==> src/rtl/dffram_ahbl_banked_if.sv <==
`default_nettype none
// ============================================================================
// Module   : dffram_ahbl_banked_if
// Purpose  : AHB-Lite slave-side bus bundle for the banked DFFRAM bridge.
// Revision : 1.0 - initial release
// ============================================================================
interface dffram_ahbl_banked_if;
  logic        HSEL;
  logic [31:0] HADDR;
  logic [1:0]  HTRANS;
  logic        HWRITE;
  logic [2:0]  HSIZE;
  logic        HREADY;
  logic [31:0] HWDATA;
  logic        HREADYOUT;
  logic        HRESP;
  logic [31:0] HRDATA;

  modport master (
    output HSEL, HADDR, HTRANS, HWRITE, HSIZE, HREADY, HWDATA,
    input  HREADYOUT, HRESP, HRDATA
  );

  modport slave (
    input  HSEL, HADDR, HTRANS, HWRITE, HSIZE, HREADY, HWDATA,
    output HREADYOUT, HRESP, HRDATA
  );
endinterface
`default_nettype wire

==> src/rtl/dffram_ahbl_banked.sv <==
`default_nettype none
// ============================================================================
// Module   : dffram_ahbl_banked
// Purpose  : Zero-wait AHB-Lite bridge to NUM_BANKS DFFRAM macros with a
//            one-entry posted-write buffer and byte-merged read forwarding.
// Revision : 1.0 - initial release
// ============================================================================
module dffram_ahbl_banked #(
  parameter  int BANK_WORDS = 512,
  parameter  int NUM_BANKS  = 2,
  localparam int WA         = $clog2(BANK_WORDS),
  localparam int BA         = (NUM_BANKS > 1) ? $clog2(NUM_BANKS) : 0
) (
  input  logic                    HCLK,
  input  logic                    HRESETn,
  dffram_ahbl_banked_if.slave     ahb,
  output logic [NUM_BANKS-1:0]    RAM_EN,
  output logic [3:0]              RAM_WE,
  output logic [WA-1:0]           RAM_A,
  output logic [31:0]             RAM_DI,
  input  logic [32*NUM_BANKS-1:0] RAM_DO
);

  localparam int                   BW      = (BA > 0) ? BA : 1;
  localparam logic [NUM_BANKS-1:0] BANK_ONE = NUM_BANKS'(1);
  localparam logic [1:0]           ST_OKAY = 2'd0;
  localparam logic [1:0]           ST_ERR1 = 2'd1;
  localparam logic [1:0]           ST_ERR2 = 2'd2;

  logic [1:0]    state_q, state_d;
  logic          ap_valid, ap_bad, ap_err, ap_rd, ap_wr;
  logic [BW-1:0] ap_bank;
  logic [WA-1:0] ap_word;
  logic [3:0]    ap_mask;

  logic          wr_dp_q, wr_dp_d;
  logic [BW-1:0] wr_bank_q, wr_bank_d;
  logic [WA-1:0] wr_word_q, wr_word_d;
  logic [3:0]    wr_mask_q, wr_mask_d;
  logic          rd_dp_q, rd_dp_d;
  logic [BW-1:0] rd_bank_q, rd_bank_d;
  logic          hit_q, hit_d;
  logic          buf_valid_q, buf_valid_d;
  logic [BW-1:0] buf_bank_q, buf_bank_d;
  logic [WA-1:0] buf_word_q, buf_word_d;
  logic [3:0]    buf_mask_q, buf_mask_d;
  logic [31:0]   buf_data_q, buf_data_d;
  logic [31:0]   hrdata_q, hrdata_d;

  logic          drain;
  logic [31:0]   ram_do_sel, rd_merged;
  logic          hreadyout, hresp;
  logic          unused_inputs;

  assign ap_valid = HRESETn & ahb.HSEL & ahb.HREADY & ahb.HTRANS[1];
  assign ap_word  = ahb.HADDR[WA+1:2];
  assign ap_err   = ap_valid & ap_bad;
  assign ap_rd    = ap_valid & ~ap_bad & ~ahb.HWRITE;
  assign ap_wr    = ap_valid & ~ap_bad & ahb.HWRITE;
  assign unused_inputs = ^{ahb.HADDR[31:WA+BA+2], ahb.HTRANS[0]};

  generate
    if (BA > 0) begin : g_bank_sel
      assign ap_bank = ahb.HADDR[WA+BA+1:WA+2];
    end else begin : g_bank_single
      assign ap_bank = '0;
    end
  endgenerate

  always_comb begin
    ap_mask = 4'b0000;
    ap_bad  = 1'b0;
    case (ahb.HSIZE)
      3'd0: ap_mask = 4'b0001 << ahb.HADDR[1:0];
      3'd1: begin
        ap_mask = 4'b0011 << ahb.HADDR[1:0];
        ap_bad  = ahb.HADDR[0];
      end
      3'd2: begin
        ap_mask = 4'b1111;
        ap_bad  = |ahb.HADDR[1:0];
      end
      default: ap_bad = 1'b1;
    endcase
  end

  // Error response: one stalled cycle, then a ready cycle, both flagged ERROR.
  always_ff @(posedge HCLK or negedge HRESETn) begin
    if (!HRESETn) state_q <= ST_OKAY;
    else          state_q <= state_d;
  end

  always_comb begin
    state_d = ST_OKAY;
    case (state_q)
      ST_OKAY: state_d = ap_err ? ST_ERR1 : ST_OKAY;
      ST_ERR1: state_d = ST_ERR2;
      ST_ERR2: state_d = ap_err ? ST_ERR1 : ST_OKAY;
      default: state_d = ST_OKAY;
    endcase
  end

  always_comb begin
    hreadyout = (state_q != ST_ERR1);
    hresp     = (state_q == ST_ERR1) || (state_q == ST_ERR2);
  end

  // Reads own the RAM port; otherwise a valid buffer entry drains.
  always_comb begin
    drain  = buf_valid_q & ~ap_rd;
    RAM_EN = '0;
    RAM_WE = 4'b0000;
    RAM_A  = buf_word_q;
    RAM_DI = buf_data_q;
    if (ap_rd) begin
      RAM_EN = BANK_ONE << ap_bank;
      RAM_A  = ap_word;
    end else if (buf_valid_q) begin
      RAM_EN = BANK_ONE << buf_bank_q;
      RAM_WE = buf_mask_q;
    end
  end

  always_comb begin
    ram_do_sel = RAM_DO[31:0];
    for (int b = 0; b < NUM_BANKS; b++) begin
      if (rd_bank_q == BW'(b)) ram_do_sel = RAM_DO[32*b +: 32];
    end
    for (int l = 0; l < 4; l++) begin
      rd_merged[8*l +: 8] = (hit_q & buf_mask_q[l]) ? buf_data_q[8*l +: 8]
                                                    : ram_do_sel[8*l +: 8];
    end
    hrdata_d = rd_dp_q ? rd_merged : hrdata_q;
  end

  // The hit is judged against what the buffer will hold during the data phase:
  // an in-flight write replaces the entry, otherwise the entry is kept.
  always_comb begin
    wr_dp_d   = ap_wr;
    wr_bank_d = ap_wr ? ap_bank : wr_bank_q;
    wr_word_d = ap_wr ? ap_word : wr_word_q;
    wr_mask_d = ap_wr ? ap_mask : wr_mask_q;
    rd_dp_d   = ap_rd;
    rd_bank_d = ap_rd ? ap_bank : rd_bank_q;
    hit_d     = ap_rd & (wr_dp_q ? ((wr_bank_q == ap_bank) && (wr_word_q == ap_word))
                                 : (buf_valid_q && (buf_bank_q == ap_bank) &&
                                    (buf_word_q == ap_word)));
    buf_valid_d = buf_valid_q & ~drain;
    buf_bank_d  = buf_bank_q;
    buf_word_d  = buf_word_q;
    buf_mask_d  = buf_mask_q;
    buf_data_d  = buf_data_q;
    if (wr_dp_q) begin
      buf_valid_d = 1'b1;
      buf_bank_d  = wr_bank_q;
      buf_word_d  = wr_word_q;
      buf_mask_d  = wr_mask_q;
      buf_data_d  = ahb.HWDATA;
    end
  end

  always_ff @(posedge HCLK or negedge HRESETn) begin
    if (!HRESETn) begin
      wr_dp_q     <= 1'b0;
      wr_bank_q   <= '0;
      wr_word_q   <= '0;
      wr_mask_q   <= 4'b0000;
      rd_dp_q     <= 1'b0;
      rd_bank_q   <= '0;
      hit_q       <= 1'b0;
      buf_valid_q <= 1'b0;
      buf_bank_q  <= '0;
      buf_word_q  <= '0;
      buf_mask_q  <= 4'b0000;
      buf_data_q  <= 32'h0;
      hrdata_q    <= 32'h0;
    end else begin
      wr_dp_q     <= wr_dp_d;
      wr_bank_q   <= wr_bank_d;
      wr_word_q   <= wr_word_d;
      wr_mask_q   <= wr_mask_d;
      rd_dp_q     <= rd_dp_d;
      rd_bank_q   <= rd_bank_d;
      hit_q       <= hit_d;
      buf_valid_q <= buf_valid_d;
      buf_bank_q  <= buf_bank_d;
      buf_word_q  <= buf_word_d;
      buf_mask_q  <= buf_mask_d;
      buf_data_q  <= buf_data_d;
      hrdata_q    <= hrdata_d;
    end
  end

  assign ahb.HREADYOUT = hreadyout;
  assign ahb.HRESP     = hresp;
  assign ahb.HRDATA    = hrdata_d;

endmodule
`default_nettype wire

==> src/flat_wrapper.sv <==
// flat-port wrapper written by rule: the top's interface ports become plain ports
module dffram_ahbl_banked_flat 
#(
  parameter  int BANK_WORDS = 512,
  parameter  int NUM_BANKS  = 2,
  localparam int WA         = $clog2(BANK_WORDS),
  localparam int BA         = (NUM_BANKS > 1) ? $clog2(NUM_BANKS) : 0
)
  (HCLK, HRESETn, RAM_EN, RAM_WE, RAM_A, RAM_DI, RAM_DO, ahb_HSEL, ahb_HADDR, ahb_HTRANS, ahb_HWRITE, ahb_HSIZE, ahb_HREADY, ahb_HWDATA, ahb_HREADYOUT, ahb_HRESP, ahb_HRDATA);
  dffram_ahbl_banked_if ahb_i ();
  input  logic HCLK;
  input  logic HRESETn;
  output logic [NUM_BANKS-1:0] RAM_EN;
  output logic [3:0] RAM_WE;
  output logic [WA-1:0] RAM_A;
  output logic [31:0] RAM_DI;
  input  logic [32*NUM_BANKS-1:0] RAM_DO;
  input wire logic [$bits(ahb_i.HSEL)-1:0] ahb_HSEL;
  input wire logic [$bits(ahb_i.HADDR)-1:0] ahb_HADDR;
  input wire logic [$bits(ahb_i.HTRANS)-1:0] ahb_HTRANS;
  input wire logic [$bits(ahb_i.HWRITE)-1:0] ahb_HWRITE;
  input wire logic [$bits(ahb_i.HSIZE)-1:0] ahb_HSIZE;
  input wire logic [$bits(ahb_i.HREADY)-1:0] ahb_HREADY;
  input wire logic [$bits(ahb_i.HWDATA)-1:0] ahb_HWDATA;
  output wire logic [$bits(ahb_i.HREADYOUT)-1:0] ahb_HREADYOUT;
  output wire logic [$bits(ahb_i.HRESP)-1:0] ahb_HRESP;
  output wire logic [$bits(ahb_i.HRDATA)-1:0] ahb_HRDATA;
  assign ahb_i.HSEL = ahb_HSEL;
  assign ahb_i.HADDR = ahb_HADDR;
  assign ahb_i.HTRANS = ahb_HTRANS;
  assign ahb_i.HWRITE = ahb_HWRITE;
  assign ahb_i.HSIZE = ahb_HSIZE;
  assign ahb_i.HREADY = ahb_HREADY;
  assign ahb_i.HWDATA = ahb_HWDATA;
  assign ahb_HREADYOUT = ahb_i.HREADYOUT;
  assign ahb_HRESP = ahb_i.HRESP;
  assign ahb_HRDATA = ahb_i.HRDATA;
  dffram_ahbl_banked #(.BANK_WORDS(BANK_WORDS), .NUM_BANKS(NUM_BANKS)) u_core (.HCLK(HCLK), .HRESETn(HRESETn), .ahb(ahb_i), .RAM_EN(RAM_EN), .RAM_WE(RAM_WE), .RAM_A(RAM_A), .RAM_DI(RAM_DI), .RAM_DO(RAM_DO));
endmodule
==> config.mk <==
export PLATFORM = sky130hd
export DESIGN_NAME = dffram_ahbl_banked_flat
export DESIGN_NICKNAME = d
export VERILOG_FILES = /design/src/rtl/dffram_ahbl_banked_if.sv /design/src/rtl/dffram_ahbl_banked.sv /design/src/flat_wrapper.sv
export SDC_FILE = /design/constraint.sdc
export NUM_CORES = 1
export LEC_CHECK = 0
export BUFFER_PORTS_ARGS = -buffer_cell sky130_fd_sc_hd__buf_2
export CORE_ASPECT_RATIO = 0.8
export CORE_MARGIN = 1.5
export CORE_UTILIZATION = 40
export DETAILED_ROUTE_END_ITERATION = 7
export PLACE_DENSITY = 0.67
export SYNTH_ARGS = -nofsm -noshare
export SYNTH_HDL_FRONTEND = slang
export SYNTH_SLANG_ARGS = --single-unit
==> constraint.sdc <==
create_clock -name HCLK -period 2.1 [get_ports HCLK]
set_clock_uncertainty 0.1 [all_clocks]
set_input_delay 0.21 -clock HCLK [delete_from_list [all_inputs] [get_ports HCLK]]
set_output_delay 0.21 -clock HCLK [all_outputs]
set_load 0.01 [all_outputs]
==> impl_metrics.tcl, run 1 <==
set metrics [dict create \
    grt_start_max_net_pins 65 \
    clock_tree.htree_level_count 3 \
    final.min_clock_period_ns 2.10 \
    ioPinCount 219 \
    critical_path.endpoint_type "output port" \
    status "finished, violations left" \
    first_pass_grt_wire_length_mm 18.6 \
    path_class "register to output port" \
    cts.sinks 99 \
    globalplace.congestion 0.791 \
    initial_utilization 0.418 \
    synth.top_cells.by_area "dfrtp_1 51%, mux2_2 14%, mux2i_1 7.0%" \
    drt_pass1_iterations 4 \
    wl_per_cell_microns 15.2 \
    yosys_register_bits 99 \
    relSlewSlack 0.505 \
    rsz0062_at_grt "yes" \
    mappedNetlistNets 573 \
    worst-path-max-fanout 16 \
    groute.usage.overall 0.182 \
    design.core.area_sq_um 11700 \
    sequentialPowerShare 0.466 \
    clockPowerShare 0.316 \
    setup_slack_ns -0.00171 \
    crit_chain "nand2_1, o211ai_1, o21ai_0, buf_2" \
    vias_per_cell 5.00 \
    final_worst_path_cycle_share 1.00 \
    post_synth_num_cell_types 30 \
    antenna_found_initial 0 \
    tightestPinTransition_ns 0.743 \
    clkLatencyLatePin_ns 0.34 \
    placement_rows 35 \
    via_count 4001 \
    signal_arrival_time_at_the_worst_endpoint_ns 1.79 \
    yosysSeqAreaShare 0.507 \
    combPwrFrac 0.218 \
    cp_num_buf_inv 1 \
    place_worst_setup_slack_ns 0.0617 \
    final-setup-viol-count 1 \
    cpMaxStageDelayCell "dfrtp_1" \
    synthDominantAreaCellType "dfrtp_1" \
    register_clock_pin_slew_on_the_reported_worst_setup_and_hold_paths_ns 0.07 \
    synth_ff_type "dfrtp_1" \
    synth.cell_area_sq_um 4880 \
    hold_viol_final 0 \
    slew_violations 0 \
    tritoncts.num_buffers 9 \
    numPortBuffers 197 \
    area_delta_synth_final_pct 35.6 \
    max-clock-path-buffers 2 \
    synth-edff-count 0 \
    cap_violations 0 \
    fillerInstances 993 \
    internal_cell_power_w 0.00359 \
    multiInputGateArea_sq_um 2160 \
    switching_share 0.279 \
    netSwitchingPower_w 0.00139 \
    syn_avg_cell_area_sq_um 11.4 \
    post_route_standard_cell_area_excluding_fillers_sq_um 6620 \
    leakagePower_nw 3.51 \
    synth_warnings 0 \
    netlist.area_leader.share 0.507 \
    min_delay_path_class "primary input to register" \
    synth_commonest_cells "99 x dfrtp_1, 60 x mux2_2, 40 x inv_1" \
    power.density_nw_per_um2 751 \
    synthArstFlopShare 1.00 \
    vdd_ir_drop_max_v 0.000412 \
    setup.reg_to_reg.worst_slack_ns 0.55 \
    synth_most_common_cell "dfrtp_1" \
    final-seq-area_sq_um 2480 \
    postPlaceCellArea_sq_um 6080 \
    start_kind "register" \
    cpLargestDelayFamily "compound AO/OA/AOI/OAI gates" \
    drcViolationCount 0 \
    die_h_microns 102 \
    drt_iter0_drc 132 \
    nets 791 \
    timing.fmax_ghz 0.476 \
    critical_path.max_stage_delay_ns 0.42 \
    netlist_instances 430 \
    die_area_sq_um 12900 \
    root_buffer "clkbuf_16" \
    floorplan.die.width_microns 127 \
    layout_cells_sized_above_1 0.461 \
    via_count_of_the_first_global_routing_pass 3822 \
    tritoncts "built" \
    antenna_cells_inserted 0 \
    critPathRequiredTime_ns 1.79 \
    route.final.wire_length_mm 12.2 \
    antenna_left 0 \
    detailedPlacementHpwl_mm 8.81 \
    violations_in_the_final_reports "negative setup slack" \
    global_route.overflow_total 0 \
]
flip-flops by register name, indices dropped and copies added (netlist names):
signal,cells
u_core.buf_valid_q,1
u_core.wr_word_q,9
u_core.hit_q,1
u_core.buf_bank_q,1
u_core.buf_mask_q,4
u_core.wr_dp_q,1
u_core.wr_bank_q,1
u_core.hrdata_q,32
u_core.wr_mask_q,4
u_core.RAM_DI,32
u_core.buf_word_q,9
u_core.state_q,2
u_core.rd_dp_q,1
u_core.rd_bank_q,1
cell usage in the layout (no fill, tap or decap), drive strengths merged:
master	Yosys	final
buf	9	209
dfrtp	99	99
mux2	68	68
inv	40	41
nand2	38	38
o21ai	38	38
mux2i	34	34
o211ai	32	32
dlygate4sd3	0	20
clkbuf	14	13
xnor2	10	10
xor2	10	10
ha	5	5
a21oi	4	4
and3	4	4
nand3	4	4
or3	3	3
nand4	3	3
nor2	3	3
nor4	3	3
a21o	2	2
nand2b	2	2
clkinv	0	2
a2111o	1	1
nand3b	1	1
and4	1	1
nor3	1	1
nor2b	1	1
clkinvlp	0	1
layout make-up:
class,count,share of cell area
sequential,99,0.375
multi-input combinational,268,0.327
timing repair buffer,230,0.204
clock buffer,12,0.0387
tap,148,0.0280
inverter,40,0.0227
clock inverter,4,0.00510
worst paths after layout:
| path | from | endpoint | cells past startpoint |
|---|---|---|---|
| max | u_core.hit_q$_DFF_PN0_ | ahb_HRDATA[14] | 4 |
| min | ahb_HWDATA[20] | u_core.RAM_DI[20]$_DFFE_PN0P_ | 2 |
| max reg2reg | u_core.rd_bank_q$_DFFE_PN0P_ | u_core.hrdata_q[0]$_DFF_PN0_ | 6 |
| min reg2reg | u_core.hrdata_q[1]$_DFF_PN0_ | u_core.hrdata_q[1]$_DFF_PN0_ | 2 |
| max in group asynchronous | HRESETn | u_core.rd_bank_q$_DFFE_PN0P_ | 4 |
| min in group asynchronous | HRESETn | u_core.state_q[0]$_DFF_PN0_ | 3 |
power groups by stage:
stage	registers, W	clock network (W)	logic (W)
floorplan	0.00235	0	0.000511
global placement	0.00233	0	0.00101
detailed placement	0.00235	0	0.00103
CTS	0.00231	0.00161	0.00106
global route	0.00235	0.00169	0.00120
finish	0.00232	0.00157	0.00109
logic make-up (layout without fill, tap and decap cells):
| kind of cell | after synthesis | after routing | synth area share |
|---|---|---|---|
| buf+inv | 63 | 286 | 0.0523 |
| xor+xnor | 20 | 20 | 0.0359 |
| compound gates | 77 | 77 | 0.0976 |
| mux | 102 | 102 | 0.233 |
| flops | 99 | 99 | 0.507 |
| simple gates | 64 | 64 | 0.0615 |
| fa+ha+maj | 5 | 5 | 0.0128 |
stage by stage:
step	utilization	hold WS (ns)	std cells	power (W)	setup TNS, ns
final	0.567	0.00949	801	0.00498	-0.00171
after global routing	0.567	0.00103	801	0.00524	-2.56
after global placement	0.520	0.325	763	0.00334	0
after CTS	0.562	0.000826	799	0.00499	-0.200
after floorplan	-	-0.186	430	0.00286	0
after detailed placement	0.520	0.346	763	0.00338	0
per-layer routing:
metal	vias to the layer above	GRT usage	routed length, microns
li1	1941	-	-
met2	128	0.313	5850
met3	11	0.0387	690
met1	1921	0.239	5500
met5	-	0	0
met4	0	0.0477	114
repair_timing:
item | CTS | global route
cloned | 0 | 1
hold buffers | 20 | 0
buffers inserted | 0 | 1
hold endpoints to repair | 76 | 0
pin swaps | 0 | 0
resized for setup | 2 | 12
setup endpoints to repair | 6 | 20
No activity file was read; power rests on OpenSTA's default activity.
==> run 2: changes to the inputs <==
BUFFER_PORTS_ARGS = unset   (was -buffer_cell sky130_fd_sc_hd__buf_2)
DONT_BUFFER_PORTS = 1   (was unset)
GPL_TIMING_DRIVEN = 0   (was unset)
PLACE_DENSITY = 0.51   (was 0.67)
==> run 2 against run 1 <==
The flow finishes with violations (negative hold slack). Register-to-register slack worse by 0.37 ns. Clock power is 4% higher. Wire length is 0.78% higher. Cell count is 20% lower. Non-clock buffer count is 163 lower. Worst setup slack better by 0.066 ns. Global-route usage is 0.90 points higher. Sequential cell count stayed put. Die area stayed put. Cell area is 12% lower. First-iteration DRC count is 4.5% lower. Critical endpoint is now ahb_HRDATA[8].
==> impl_metrics.tcl, run 2 (same netlist as run 1, synthesis figures left out) <==
set metrics [dict create \
    detailedPlacementHpwl_mm 8.56 \
    rsz0062_at_grt "yes" \
    grt_use_met1 0.247 \
    antenna_left 0 \
    tightestPinTransition_ns 0.710 \
    drcViolationCount 0 \
    die_area_sq_um 12900 \
    fin_cells 637 \
    design.core.area_sq_um 11700 \
    nets 628 \
    violations_in_the_final_reports "negative hold slack" \
    met2_usage 0.308 \
    die_h_microns 102 \
    area_delta_synth_final_pct 19.5 \
    final-seq-area_sq_um 2480 \
    vias_per_cell 5.27 \
    floorplan.die.width_microns 127 \
    fillerInstances 1117 \
    tritoncts "built" \
    timing.fmax_ghz 0.491 \
    post_cts_hold_buffer_count 44 \
    hold_viol_final 99 \
    path_class "register to output port" \
    groute.usage.overall 0.191 \
    antenna_found_initial 0 \
    worst_hold_slack_ns -0.532 \
    global_route.overflow_total 0 \
    clkLatencyLatePin_ns 0.34 \
    drt_iter0_drc 126 \
    status "finished, violations left" \
    drt_pass1_iterations 4 \
    antenna_cells_inserted 0 \
    cts.sinks 99 \
    grtUsageMet3 0.0717 \
    route.final.wire_length_mm 12.2 \
    utilization 0.499 \
    min_delay_path_class "primary input to async pin" \
    ioPinCount 219 \
    relSlewSlack 0.527 \
    power.density_nw_per_um2 806 \
    globalplace.congestion 0.776 \
    register_clock_pin_slew_on_the_reported_worst_setup_and_hold_paths_ns 0.07 \
    final.min_clock_period_ns 2.04 \
    tritoncts.num_buffers 9 \
    most_frequent_standard_cell_in_the_layout_excluding_fill_and_tap_cells "dfrtp_1" \
    numPortBuffers 0 \
    first_pass_grt_wire_length_mm 18.9 \
    global_route.peak_usage_layer "met2" \
    critPathRequiredTime_ns 1.79 \
    start_kind "register" \
    final_worst_path_cycle_share 0.970 \
    setup.reg_to_reg.worst_slack_ns 0.18 \
    critical_path.endpoint_type "output port" \
    initial_utilization 0.418 \
    slew_violations 0 \
    cap_violations 0 \
    placement_rows 35 \
    final-setup-viol-count 0 \
    via_count_of_the_first_global_routing_pass 3427 \
    dp.cells 578 \
    leakagePower_nw 2.80 \
    multiInputGateArea_sq_um 2150 \
    grt_start_max_net_pins 102 \
    root_buffer "clkbuf_16" \
    wl_per_cell_microns 19.2 \
    layout_cells_sized_above_1 0.211 \
    via_count 3360 \
    clock_tree.htree_level_count 3 \
    max-clock-path-buffers 2 \
    worst-path-max-fanout 10 \
    final.setup.tns_ns 0 \
    signal_arrival_time_at_the_worst_endpoint_ns 1.73 \
    final_cell_mix "98 x dfrtp_1, 60 x mux2_2, 44 x dlygate4sd3_1, 40 x inv_1, 37 x nand2_1" \
    vdd_ir_drop_max_v 0.000462 \
]
[run 2: worst paths after layout]
path | from | to | cells past startpoint
min | HRESETn | u_core.hrdata_q[19]$_DFF_PN0_ | 0
max reg2reg | u_core.wr_dp_q$_DFF_PN0_ | u_core.buf_word_q[0]$_DFFE_PN0P_ | 3
max in group asynchronous | HRESETn | u_core.RAM_DI[24]$_DFFE_PN0P_ | 0
min in group HCLK | ahb_HSIZE[1] | u_core.wr_mask_q[3]$_DFFE_PN0P_ | 3
max | u_core.hit_q$_DFF_PN0_ | ahb_HRDATA[8] | 4
min reg2reg | u_core.wr_mask_q[2]$_DFFE_PN0P_ | u_core.wr_mask_q[2]$_DFFE_PN0P_ | 1
[run 2: cell type report]
cell class,count,area share
sequential,99,0.425
inverter,40,0.0257
clock buffer,10,0.0410
tap,148,0.0317
clock inverter,5,0.00922
buffer,21,0.0206
multi-input combinational,268,0.369
timing repair buffer,46,0.0780
[run 2: metrics by stage]
stage	setup WS (ns)	total power, W	cell area [sq um]
floorplan	0.308	0.00286	4880
CTS	0.000591	0.00476	5820
global route	-0.0847	0.00493	5840
finish	0.0638	0.00470	5840
global placement	-0.0354	0.00300	5070
detailed placement	-0.0840	0.00302	5070
[run 2: repair_timing]
action / in CTS / in global routing
resized for setup: 23 / 7
hold endpoints to repair: 145 / 99
endpoints found under the setup margin: 72 / 30
buffers inserted: 0 / 2
[run 2: worst max-delay path, cell delays in order (launching register included)]
cell	delay (ns)
dfrtp_1	0.41
nand2_1	0.24
clkbuf_4	0.28
o211ai_1	0.22
o21ai_0	0.24
[run 2: per-layer routing]
metal	up-vias	wire [microns]
met5	-	0
met4	0	92
met3	8	973
met2	115	5720
met1	1630	5460
li1	1607	-
[run 2: report_power, final]
part / switching [W] / internal (W)
registers: 0.000199 / 0.00217
clock network: 0.000696 / 0.000946
logic: 0.000359 / 0.000333
total: 0.00125 / 0.00345
